==> config.mk <==
export PLATFORM = sky130hd
export DESIGN_NAME = instr_fetch_queue
export DESIGN_NICKNAME = d
export VERILOG_FILES = /design/src/rtl/fetch_pkg.sv /design/src/rtl/sync_fifo.sv /design/src/rtl/instr_fetch_queue.sv
export SDC_FILE = /design/constraint.sdc
export NUM_CORES = 1
export LEC_CHECK = 0
export ABC_AREA = 0
export CELL_PAD_IN_SITES_DETAIL_PLACEMENT = 1
export CELL_PAD_IN_SITES_GLOBAL_PLACEMENT = 1
export CORE_AREA = 4 4 197 199
export DETAILED_ROUTE_END_ITERATION = 12
export DIE_AREA = 0 0 201 203
export HOLD_SLACK_MARGIN = 0.15
export PLACE_DENSITY_LB_ADDON = 0.1
export SLEW_MARGIN = 30
export SYNTH_ARGS = -nofsm -noshare
export SYNTH_HDL_FRONTEND = slang
export SYNTH_SLANG_ARGS = --single-unit
==> constraint.sdc <==
create_clock -name clk -period 3.5 [get_ports clk]
set_input_delay 0.35 -clock clk [delete_from_list [all_inputs] [get_ports clk]]
set_output_delay 0.35 -clock clk [all_outputs]
set_load 0.01 [all_outputs]
==> src/rtl/fetch_pkg.sv <==
// Shared fetch/decode definitions: the buffered entry layout, the canonical NOP
// and the RV32 major opcodes that the decoders switch on.
package fetch_pkg;

  localparam int FETCH_AW = 32;
  localparam int FETCH_DW = 32;

  typedef struct packed {
    logic [FETCH_AW-1:0] pc;
    logic [FETCH_DW-1:0] instr;
  } fetch_entry_t;

  localparam logic [31:0] NOP_INSTR = 32'h0000_0013;

  localparam logic [6:0] OPC_LOAD   = 7'b0000011;
  localparam logic [6:0] OPC_STORE  = 7'b0100011;
  localparam logic [6:0] OPC_OP     = 7'b0110011;
  localparam logic [6:0] OPC_OP_IMM = 7'b0010011;
  localparam logic [6:0] OPC_BRANCH = 7'b1100011;
  localparam logic [6:0] OPC_AUIPC  = 7'b0010111;
  localparam logic [6:0] OPC_LUI    = 7'b0110111;
  localparam logic [6:0] OPC_JALR   = 7'b1100111;
  localparam logic [6:0] OPC_JAL    = 7'b1101111;

  function automatic logic [6:0] opcode_of(input logic [31:0] instr);
    return instr[6:0];
  endfunction

endpackage

==> src/rtl/sync_fifo.sv <==
// Single-clock FIFO with a synchronous flush; head entry is read combinationally.
// Push into a full FIFO and pop from an empty one are ignored.
module sync_fifo #(
  parameter int  DEPTH   = 4,
  parameter type entry_t = logic [63:0]
) (
  input  logic                       clk,
  input  logic                       rst,
  input  logic                       flush,
  input  logic                       push,
  input  entry_t                     push_data,
  input  logic                       pop,
  output entry_t                     head,
  output logic [$clog2(DEPTH):0]     count,
  output logic                       empty
);

  localparam int PW = $clog2(DEPTH);
  localparam int CW = PW + 1;

  logic [PW-1:0] wr_ptr;
  logic [PW-1:0] rd_ptr;
  logic [CW-1:0] count_q;
  entry_t        mem [DEPTH];
  logic          full;
  logic          do_push;
  logic          do_pop;

  assign full    = (count_q == CW'(DEPTH));
  assign empty   = (count_q == '0);
  assign do_push = push && !flush && !full;
  assign do_pop  = pop && !flush && !empty;
  assign head    = mem[rd_ptr];
  assign count   = count_q;

  always_ff @(posedge clk or posedge rst) begin
    if (rst) begin
      wr_ptr  <= '0;
      rd_ptr  <= '0;
      count_q <= '0;
    end else if (flush) begin
      wr_ptr  <= '0;
      rd_ptr  <= '0;
      count_q <= '0;
    end else begin
      if (do_push) wr_ptr <= wr_ptr + PW'(1);
      if (do_pop)  rd_ptr <= rd_ptr + PW'(1);
      case ({do_push, do_pop})
        2'b10:   count_q <= count_q + CW'(1);
        2'b01:   count_q <= count_q - CW'(1);
        default: count_q <= count_q;
      endcase
    end
  end

  // Storage needs no reset: nothing reads it while the FIFO is empty.
  always_ff @(posedge clk) begin
    if (do_push) mem[wr_ptr] <= push_data;
  end

endmodule

==> src/rtl/instr_fetch_queue.sv <==
// Fetch front end: issues PCs to a one-cycle synchronous instruction memory,
// buffers {pc, instr} pairs and hands them to decode over valid/ready.
module instr_fetch_queue
  import fetch_pkg::*;
#(
  parameter int                    ADDR_WIDTH = 32,
  parameter int                    DATA_WIDTH = 32,
  parameter int                    OP_WIDTH   = 7,
  parameter int                    DEPTH      = 4,
  parameter logic [ADDR_WIDTH-1:0] RESET_PC   = '0
) (
  input  logic                  clk,
  input  logic                  rst,
  output logic                  imem_req,
  output logic [ADDR_WIDTH-1:0] imem_addr,
  input  logic [DATA_WIDTH-1:0] imem_rdata,
  output logic                  out_valid,
  input  logic                  out_ready,
  output logic [DATA_WIDTH-1:0] out_instr,
  output logic [ADDR_WIDTH-1:0] out_pc,
  output logic [OP_WIDTH-1:0]   out_op,
  input  logic                  redirect,
  input  logic [ADDR_WIDTH-1:0] redirect_pc
);

  // Handshake: an entry moves to decode on a cycle where out_valid && out_ready
  // are both high; out_* hold steady while out_valid && !out_ready.

  localparam int CW = $clog2(DEPTH) + 1;

  typedef struct packed {
    logic [ADDR_WIDTH-1:0] pc;
    logic [DATA_WIDTH-1:0] instr;
  } entry_t;

  logic [ADDR_WIDTH-1:0] fetch_pc;
  logic [ADDR_WIDTH-1:0] inflight_pc;
  logic                  inflight;
  logic                  squash;
  logic [CW-1:0]         count;
  logic [CW:0]           credit_used;
  logic                  fifo_empty;
  logic                  push;
  logic                  pop;
  entry_t                push_entry;
  entry_t                head;
  logic                  unused_redirect_lsbs;

  assign unused_redirect_lsbs = &{1'b0, redirect_pc[1:0]};

  // Buffered entries plus the outstanding response must fit: this is what
  // guarantees a returning word always has a free slot.
  assign credit_used = {1'b0, count} + {{CW{1'b0}}, inflight};
  assign imem_req    = !rst && !redirect && (credit_used < (CW+1)'(DEPTH));
  assign imem_addr   = fetch_pc;

  assign push       = inflight && !squash;
  assign push_entry = '{pc: inflight_pc, instr: imem_rdata};
  assign pop        = out_valid && out_ready;

  always_ff @(posedge clk or posedge rst) begin
    if (rst) begin
      fetch_pc    <= RESET_PC;
      inflight    <= 1'b0;
      inflight_pc <= '0;
      squash      <= 1'b0;
    end else begin
      inflight <= imem_req;
      squash   <= redirect;
      if (imem_req) inflight_pc <= fetch_pc;
      if (redirect) begin
        fetch_pc <= {redirect_pc[ADDR_WIDTH-1:2], 2'b00};
      end else if (imem_req) begin
        fetch_pc <= fetch_pc + ADDR_WIDTH'(4);
      end
    end
  end

  sync_fifo #(
    .DEPTH   (DEPTH),
    .entry_t (entry_t)
  ) u_fifo (
    .clk       (clk),
    .rst       (rst),
    .flush     (redirect),
    .push      (push),
    .push_data (push_entry),
    .pop       (pop),
    .head      (head),
    .count     (count),
    .empty     (fifo_empty)
  );

  // Outputs read as zero while empty so reset and flush present a clean bus.
  assign out_valid = !fifo_empty;
  assign out_instr = out_valid ? head.instr : '0;
  assign out_pc    = out_valid ? head.pc : '0;
  assign out_op    = out_instr[OP_WIDTH-1:0];

endmodule

==> reports/results.ini <==
[flow_run]
cap_violations = 0

[cells_and_area]
diodes = 0
layout_commonest_cell = edfxtp_1
fin_util_pct = 43.7
multi_input_area_um2 = 3350
final_cell_count_no_fill = 1461
fillCellCount = 3653
layout_common_cells = edfxtp_1 (248), clkdlybuf4s50_1 (166), nand2_1 (119), dfrtp_1 (67), and2_1 (63)
nets = 1035
regArea_um2 = 9180
drive_gt1_share_pct = 15.2
synthToLayoutAreaGrowth_pct = 27.2

[die]
io_pins = 173
dieWidth_um = 201
die_area_um2 = 40800
core_um2 = 37200
row_count = 71
die_h_um = 203
initial_utilization_pct = 34.4

[min_path]
hp-class = in2reg
whs_path_depth = 3
hold_start = redirect_pc[2]
hold-path-endpoint = imem_addr[2]

[sta]
maxSlewViolCount = 0
min_period_over_period_pct = 85.0
rsz0062_at_grt = false
hold_ws_ns = 0.400
maxSlewHeadroom_pct = 54.0
tightest_slew_ns = 0.690
finalSetupViolCount = 0
fin_skew_ns = 0.0112
fmax_mhz = 336
final.setup.tns_ns = 0
hold_viol_final = 0
period_minus_slack_ns = 2.97

[worst_setup_path]
required_ns = 3.15
path_cells = buf_12 -> mux4_2 -> and2_1 -> clkdlybuf4s50_1
crit_type = reg2out
cp.arrival_ns = 2.62
worst_setup_path_end_kind = primary output
reg2reg_from = u_fifo.count[2]
startpoint = u_fifo.rd_ptr[0]
startpoint_type = register
worst-r2r-setup-slack_ns = 1.19
rr_worst_depth = 7
crit_fanout = 32
slowest_stage = dfrtp_4
r2r-end = imem_addr[26]
cpPeakStageDelay_ns = 0.56

[place]
post-dp-hpwl_um = 19100
port_buffers = 166
dpl.cell_count = 1397
gp_congestion = 0.702

[routing]
avgViaCountPerCell = 5.01
drt_iter0_drc = 331
ant_nets = 0
drc = 0
num_vias = 7317
wl_per_cell_um = 20.9
first_pass_iters = 4
totalWireLength_um = 30600

[clocking]
clock_latency_ns = 0.50
cts_setup_buffers = 0
clk_pin_slew_ns = 0.06
clock-sinks = 317
ctsHoldBuffers = 0
clock-root-buffer = clkbuf_16
ctsResizeCount = 0
cts_buffers = 36
cts_htree_levels = 2
cts_tree = yes
clockBufferDepth = 3

[synthesis]
syn_inst = 784
synth_edf_count = 248
seq_area_frac_synth_pct = 71.7
yosysWarnings = 0
syn-mean-instance-area_um2 = 16.3
synthesis.area_um2 = 12800
ys_types = 54
synthFlopType = edfxtp_1
async_flop_share_pct = 21.8
ys_seq_elements = 317

[global_route]
grt_pass1_wl_um = 48000
grt_pass1_vias = 8009
grt_max_degree = 70
grt.overflow.total = 0
track_usage_pct = 15.0
antenna_found_initial = 0

[pwr]
ir_worst_vdd_uv = 312
p_per_area_nw_per_um2 = 671
p_leak_uw = 0.00563

[outcome]
status = finished clean

==> sequential cells by signal (all words and copies together) (netlist names) <==
register,count
u_fifo.count,3
squash,1
u_fifo.rd_ptr,2
inflight_pc,30
inflight,1
u_fifo.wr_ptr,2
u_fifo.mem,248
imem_addr,30
==> through the flow <==
| step | power [uW] | area [um^2] | setup WS (ns) |
|---|---|---|---|
| 5_1_grt | 11500 | 16300 | 0.387 |
| 2_1_floorplan | 6080 | 12800 | 0.615 |
| 3_3_place_gp | 7410 | 15100 | 0.679 |
| 3_5_place_dp | 7430 | 15100 | 0.677 |
| 6_report | 10900 | 16300 | 0.526 |
| 4_1_cts | 11200 | 16300 | 0.443 |
==> area by class of cell <==
type / count / area share [%]
Clock buffer: 50 / 6.23
Tap cell: 474 / 3.64
Multi-Input combinational cell: 406 / 20.6
Timing Repair Buffer: 188 / 12.0
Clock inverter: 14 / 0.907
Sequential cell: 317 / 56.4
Inverter: 12 / 0.284
==> cell usage after synthesis, drive strengths merged (3+ instances only) <==
library cell    n  area, um^2
dfrtp          69        1730
o211ai         16         120
clkbuf         26        97.6
and2           67         419
xor2            3        26.3
buf            26         160
nor4            3        33.8
ha              5        62.6
or3             3        18.8
nand2         119         447
nand4          12        90.1
inv            10        37.5
edfxtp        248        7450
o311ai         10        87.6
a21oi           5        25.0
nor3            4        20.0
nor2           16        62.6
and3            7        43.8
mux4           62        1400
o21ai          22         110
nand3          19         108
a31oi           3        18.8
==> critical path: cells and delay by family (launching register included) <==
family / cells / cell delay (ns)
buffers and inverters: 2 / 0.79
DFF: 1 / 0.56
muxes: 1 / 0.54
and+or+nand+nor: 1 / 0.18
==> worst max-delay path by stage <==
stage | to | slack, ns | cells past startpoint
global route | out_pc[28] | 0.39 | 4
floorplan | u_fifo.mem[1][0] | 0.61 | 4
detailed placement | imem_addr[26] | 0.68 | 8
global placement | imem_addr[26] | 0.68 | 8
finish | out_instr[11] | 0.53 | 4
CTS | out_pc[28] | 0.44 | 4
==> cell families after synthesis <==
kind of cell | Yosys count | share of synthesized area, %
buffers and inverters | 64 | 2.37
other | 1 | 0.0293
adders and majority gates | 6 | 0.645
xor gates and xnor gates | 5 | 0.342
AOI/OAI and AO/OA | 71 | 3.84
DFF | 317 | 71.7
and+or+nand+nor | 256 | 10.1
muxes | 64 | 11.1
==> report_power, final <==
group / total [uW] / internal [uW] / switching (uW)
Combinational: 2590 / 1420 / 1180
Sequential: 4670 / 4390 / 281
Clock: 3670 / 2250 / 1420
==> per-layer routing <==
layer / part of all wire (%) / vias to the layer above / track usage [%]
met1: 47 / 3772 / 21.2
met3: 4.6 / 32 / 3.07
met5: 0 / - / 0
met4: 1.5 / 0 / 3.39
met2: 47 / 168 / 24.2
li1: - / 3345 / -
(Power assumes the default switching activity.)
==> edit 1, RTL diff (same flow settings) <==
`DATA_WIDTH`: 32 -> 64.
--- a/src/rtl/instr_fetch_queue.sv
+++ b/src/rtl/instr_fetch_queue.sv
@@ -5,5 +5,5 @@
 #(
   parameter int                    ADDR_WIDTH = 32,
-  parameter int                    DATA_WIDTH = 32,
+  parameter int                    DATA_WIDTH = 64,
   parameter int                    OP_WIDTH   = 7,
   parameter int                    DEPTH      = 4,
Ports: changed (resized imem_rdata and out_instr); port bits go from 173 to 237. No check against the original RTL was run, so the function may have changed too.
==> edit 1 against the unedited design <==
Total power is 39% higher; synthesized area is 38% higher; critical path depth stayed put; worst setup slack worse by 0.22 ns; final area is 37% higher; routed wire length is 32% higher; sequential cell count is 128 higher; critical path type unchanged; critical endpoint is now out_pc[17]; largest cell class unchanged; largest power group unchanged.
==> edit 1: results (changes against the unedited design) <==
.. list-table::
   :header-rows: 1

   * - Metric
     - Value
   * - Async set-reset flop share out of synthesis
     - 15.5% (-6.3 points)
   * - Worst voltage drop across the vdd grid
     - 0.000394 V (+26%)
   * - Relative max-transition margin
     - 55.4% (+1.4 points)
   * - Pin count of the biggest net entering global routing
     - 70 (unchanged)
   * - Number of nets in the finished design
     - 1,349 (+30%)
   * - Total leakage power
     - 7.60 nW (+35%)
   * - Routability congestion estimate from global placement
     - 0.773 (+10%)
   * - Ranking of synthesized cells by area
     - edfxtp_1 (64%), mux4_2 (12%), dfrtp_1 (9.8%)
   * - EDFF count, synth
     - 376 (+52%)
   * - Sequential element share of the synthesized area
     - 73.7% (+2.0 points)
   * - Count of input and output buffers
     - 230 (+39%)
   * - Pre-Repair DR Iteration Count
     - 5 (+1)
   * - Wire length of the first global-routing pass
     - 63,300 um (+32%)
   * - Critical register-to-register path endpoint
     - u_fifo.count[2]
   * - R2R Setup Slk
     - 0.95 ns (-0.24 ns)
   * - Number of buffers inserted during clock tree synthesis
     - 48 (+33%)
   * - Start of the worst register-to-register path
     - u_fifo.count[0]
   * - Most used standard cells in the synthesized netlist
     - edfxtp_1 (376), nand2_1 (118), and2_1 (100)
   * - Multiplexer area fraction after synthesis
     - 12.2% (+1.1 points)
   * - Synthesized-area fraction occupied by xor and xnor cells
     - 0.248% (-0.094 points)
   * - Fraction of the mapped netlist area in adder cells
     - 0.467% (-0.18 points)
   * - Worst clock skew
     - 0.0168 ns (+0.00557 ns)
   * - Run status
     - complete, no violations
   * - Total via count in the routed design
     - 9,672 (+32%)
   * - Source-to-sink clock delay at the later pin of the worst-skew pair
     - 0.55 ns (+0.05 ns)
   * - Vias in the first global route
     - 10,600 (+33%)
   * - Average wire per cell in the routed design
     - 23.0 um (+9.7%)
   * - Antenna violations before repair
     - 2 (+2)
   * - Total GRT Usage
     - 19.9% (+4.9 points)
   * - Dpl hpwl
     - 25,600 um (+34%)
   * - Main synth FF type
     - edfxtp_1
   * - Critical Path Sink
     - out_pc[17]
   * - Number of DRC markers after the initial detailed-route iteration
     - 379 (+15%)
   * - Slowest stage delay, CP
     - 0.69 ns (+0.13 ns)
   * - Share of cells above drive strength 1
     - 16.9% (+1.7 points)
   * - Distinct cells, synth
     - 55 (+1.9%)
[edit 1: how the worst min path moves through the flow]
stage	start	endpoint	slack (ns)
2_1_floorplan	redirect	squash	0.38
3_3_place_gp	inflight_pc[5]	u_fifo.mem[3][69]	0.49
3_5_place_dp	inflight_pc[23]	u_fifo.mem[2][87]	0.50
4_1_cts	redirect_pc[2]	imem_addr[2]	0.34
5_1_grt	redirect_pc[2]	imem_addr[2]	0.37
6_report	redirect_pc[2]	imem_addr[2]	0.37
[edit 1: routing by layer]
metal	up-vias	part of all wire, %	global-route usage (%)
met5	-	0.027	0
met4	2	1.6	4.55
met3	51	4.5	3.55
met2	238	50	33.3
met1	5033	44	27.9
li1	4348	-	-
[edit 1: per-stage QoR]
step | setup slack, ns | area (sq um) | total power [mW] | std cells
after floorplan | 0.402 | 17700 | 8.41 | 995
after detailed placement | 0.731 | 20700 | 10.4 | 1667
after global placement | 0.779 | 20700 | 10.3 | 1667
after CTS | 0.217 | 22300 | 15.4 | 1757
after global routing | 0.173 | 22300 | 15.9 | 1757
final | 0.310 | 22300 | 15.2 | 1757
[edit 1: cell families after synthesis]
group / count (synthesis)
buf+inv: 73
other cells: 1
flops: 445
simple gates: 295
compound gates: 70
xor+xnor: 5
mux: 97
fa+ha+maj: 6
[edit 1: cell type report]
class	instances	area, sq um
fillers	3323	14900
clock buffers	63	1320
clock inverters	27	263
flip-flops and latches	445	13000
repair buffers	261	2730
inverters	10	37.5
well taps	474	593
multi-input cells	477	4350
[edit 1: power by group]
part | switching [mW] | internal [mW] | leakage (nW)
registers | 0.334 | 6.11 | 4.25
logic | 1.68 | 2.05 | 2.58
clock network | 2.02 | 2.97 | 0.770
==> edit 2, RTL diff (same flow settings) <==
Made on the original files. Reset style: synchronous (`rst`), changed in 2 clocked blocks.
--- a/src/rtl/sync_fifo.sv
+++ b/src/rtl/sync_fifo.sv
@@ -34,5 +34,5 @@
   assign count   = count_q;
 
-  always_ff @(posedge clk or posedge rst) begin
+  always_ff @(posedge clk) begin
     if (rst) begin
       wr_ptr  <= '0;
--- a/src/rtl/instr_fetch_queue.sv
+++ b/src/rtl/instr_fetch_queue.sv
@@ -59,5 +59,5 @@
   assign pop        = out_valid && out_ready;
 
-  always_ff @(posedge clk or posedge rst) begin
+  always_ff @(posedge clk) begin
     if (rst) begin
       fetch_pc    <= RESET_PC;
Function: differs if rst is asserted again (counterexample within 4 cycles, from zero or initial values and one cycle with rst high); with rst held inactive, the same outputs for 4 cycles.
==> edit 2 against the unedited design <==
Sequential cell count increased by 2; routed wire length decreased by 2.1%; final area decreased by 1.5%; final cell count increased by 1.5%; largest cell class unchanged; register-to-register slack got worse by 0.20 ns; critical endpoint is now out_pc[15]; non-clock buffer count increased by 2; worst hold slack got worse by 0.019 ns; via count decreased by 0.48%; worst setup slack got worse by 0.057 ns; global-route usage decreased by 0.44 points; synthesized area decreased by 1.4%.
Power is not compared: it rests on default switching activity, and its combinational part moved more than twofold at a synthesized area within 25%.
==> edit 2: results (changes against the unedited design) <==
.. list-table::
   :header-rows: 1

   * - Metric
     - Value
   * - Most used standard cells in the synthesized netlist
     - edfxtp_1 (248), nand2_1 (86), dfxtp_1 (71)
   * - R2R Setup Slk
     - 0.99 ns (-0.20 ns)
   * - Critical Path Sink
     - out_pc[15]
   * - Layout Cells excl Fill
     - 1,483 (+1.5%)
   * - Routability congestion estimate from global placement
     - 0.763 (+8.7%)
   * - Total GRT Usage
     - 14.6% (-0.44 points)
   * - Slowest cell on the critical path
     - dfxtp_4
   * - Count of cells along the worst register-to-register path
     - 8 (+1)
   * - Share of cells above drive strength 1
     - 15.2% (-0.034 points)
   * - Dpl hpwl
     - 19,300 um (+1.1%)
   * - Total leakage power
     - slightly above 5 nW
   * - Wire length of the first global-routing pass
     - 46,900 um (-2.4%)
   * - Synthesized-area fraction occupied by xor and xnor cells
     - 1.53% (+1.2 points)
   * - Relative max-transition margin
     - 35.3% (-19 points)
   * - Average wire per cell in the routed design
     - 20.2 um (-3.5%)
   * - Beginning of the worst hold path
     - rst
   * - Pin count of the biggest net entering global routing
     - 64 (-8.6%)
   * - Distinct cells, synth
     - 45 (-17%)
   * - Number of nets in the finished design
     - 1,057 (+2.1%)
   * - Worst clock skew
     - 0.0155 ns (+0.00428 ns)
   * - Pre-Repair DR Iteration Count
     - 6 (+2)
   * - Critical-path maximum fanout
     - 20 (-38%)
   * - Fraction of the mapped netlist area in adder cells
     - 0.754% (+0.11 points)
   * - Critical register-to-register path endpoint
     - u_fifo.count[2]
   * - Level count of the clock H-tree
     - 2 (unchanged)
   * - Average cell area after synthesis
     - 15.7 sq um (-3.9%)
   * - FILL cells
     - 3,732 (+2.2%)
   * - Biggest register
     - u_fifo.mem
   * - Async set-reset flop share out of synthesis
     - 0% (-22 points)
   * - Start of the worst register-to-register path
     - u_fifo.count[2]
   * - Ranking of synthesized cells by area
     - edfxtp_1 (59%), dfxtp_1 (11%), mux4_2 (11%)
   * - Post-synthesis compound-gate area fraction
     - 3.86% (+0.017 points)
   * - Run status
     - complete, no violations
   * - Total instance count after detailed placement
     - 1,418 (+1.5%)
   * - Slowest stage delay, CP
     - 0.64 ns (+0.08 ns)
   * - Setup Crit Path Kind
     - reg -> out
   * - Clk Tree Root Cell
     - clkbuf_16
   * - Data arrival time of the critical path
     - 2.68 ns (+0.06 ns)
   * - Ratio of routed vias to standard cells
     - 4.91 (-2.0%)
   * - Sequential element share of the synthesized area
     - 70.3% (-1.4 points)
   * - Number of cells on the worst hold path
     - 4 (+1)
   * - Vias in the first global route
     - 7,979 (-0.37%)
   * - Multiplexer area fraction after synthesis
     - 11.5% (+0.41 points)
   * - Source-to-sink clock delay at the later pin of the worst-skew pair
     - just over 0.5 ns
   * - EDFF count, synth
     - 248 (unchanged)
   * - Number of DRC markers after the initial detailed-route iteration
     - 278 (-16%)
[edit 2: cell count changes after synthesis, moves of 16 or more]
cell	delta
nand2_1	-33
nor2b_1	+62
o211ai_1	-16
o21ai_1	-20
and2_1	-58
dfrtp_1	-69
a21oi_1	+44
dfxtp_1	+71
[edit 2: power groups by stage]
stage / Clock [mW] / Sequential, mW / Combinational [mW]
after floorplan: 0 / 4.24 / 0.139
after global routing: 3.92 / 4.18 / 0.368
after detailed placement: 0 / 4.25 / 0.339
after CTS: 3.75 / 4.17 / 0.342
final: 3.63 / 4.17 / 0.335
after global placement: 0 / 4.25 / 0.337
[edit 2: metrics by stage]
step | utilization (%) | power [mW] | worst slack (ns) | cell area (sq um) | hold WS [ns]
after floorplan | - | 4.38 | 0.561 | 12600 | 0.449
after global placement | 40.0 | 4.59 | 0.688 | 14900 | 0.482
after detailed placement | 40.0 | 4.59 | 0.608 | 14900 | 0.498
after CTS | 43.1 | 8.27 | 0.367 | 16000 | 0.352
after global routing | 43.1 | 8.47 | 0.259 | 16000 | 0.379
final | 43.1 | 8.14 | 0.469 | 16000 | 0.382
[edit 2: metal layers]
metal  global-route usage, %  wire (um)  vias up
li1                        -          -     3387
met1                    20.0      13700     3679
met2                    23.8      14200      170
met3                    3.23       1480       46
met4                    3.69        595        0
met5                       0          0        -
[edit 2: cell type report]
| class | count | share of cell area [%] |
|---|---|---|
| Clock buffer | 47 | 6.07 |
| Clock inverter | 18 | 1.07 |
| Inverter | 14 | 0.328 |
| Multi-Input combinational cell | 421 | 21.6 |
| Sequential cell | 319 | 55.3 |
| Tap cell | 474 | 3.70 |
| Timing Repair Buffer | 190 | 11.9 |
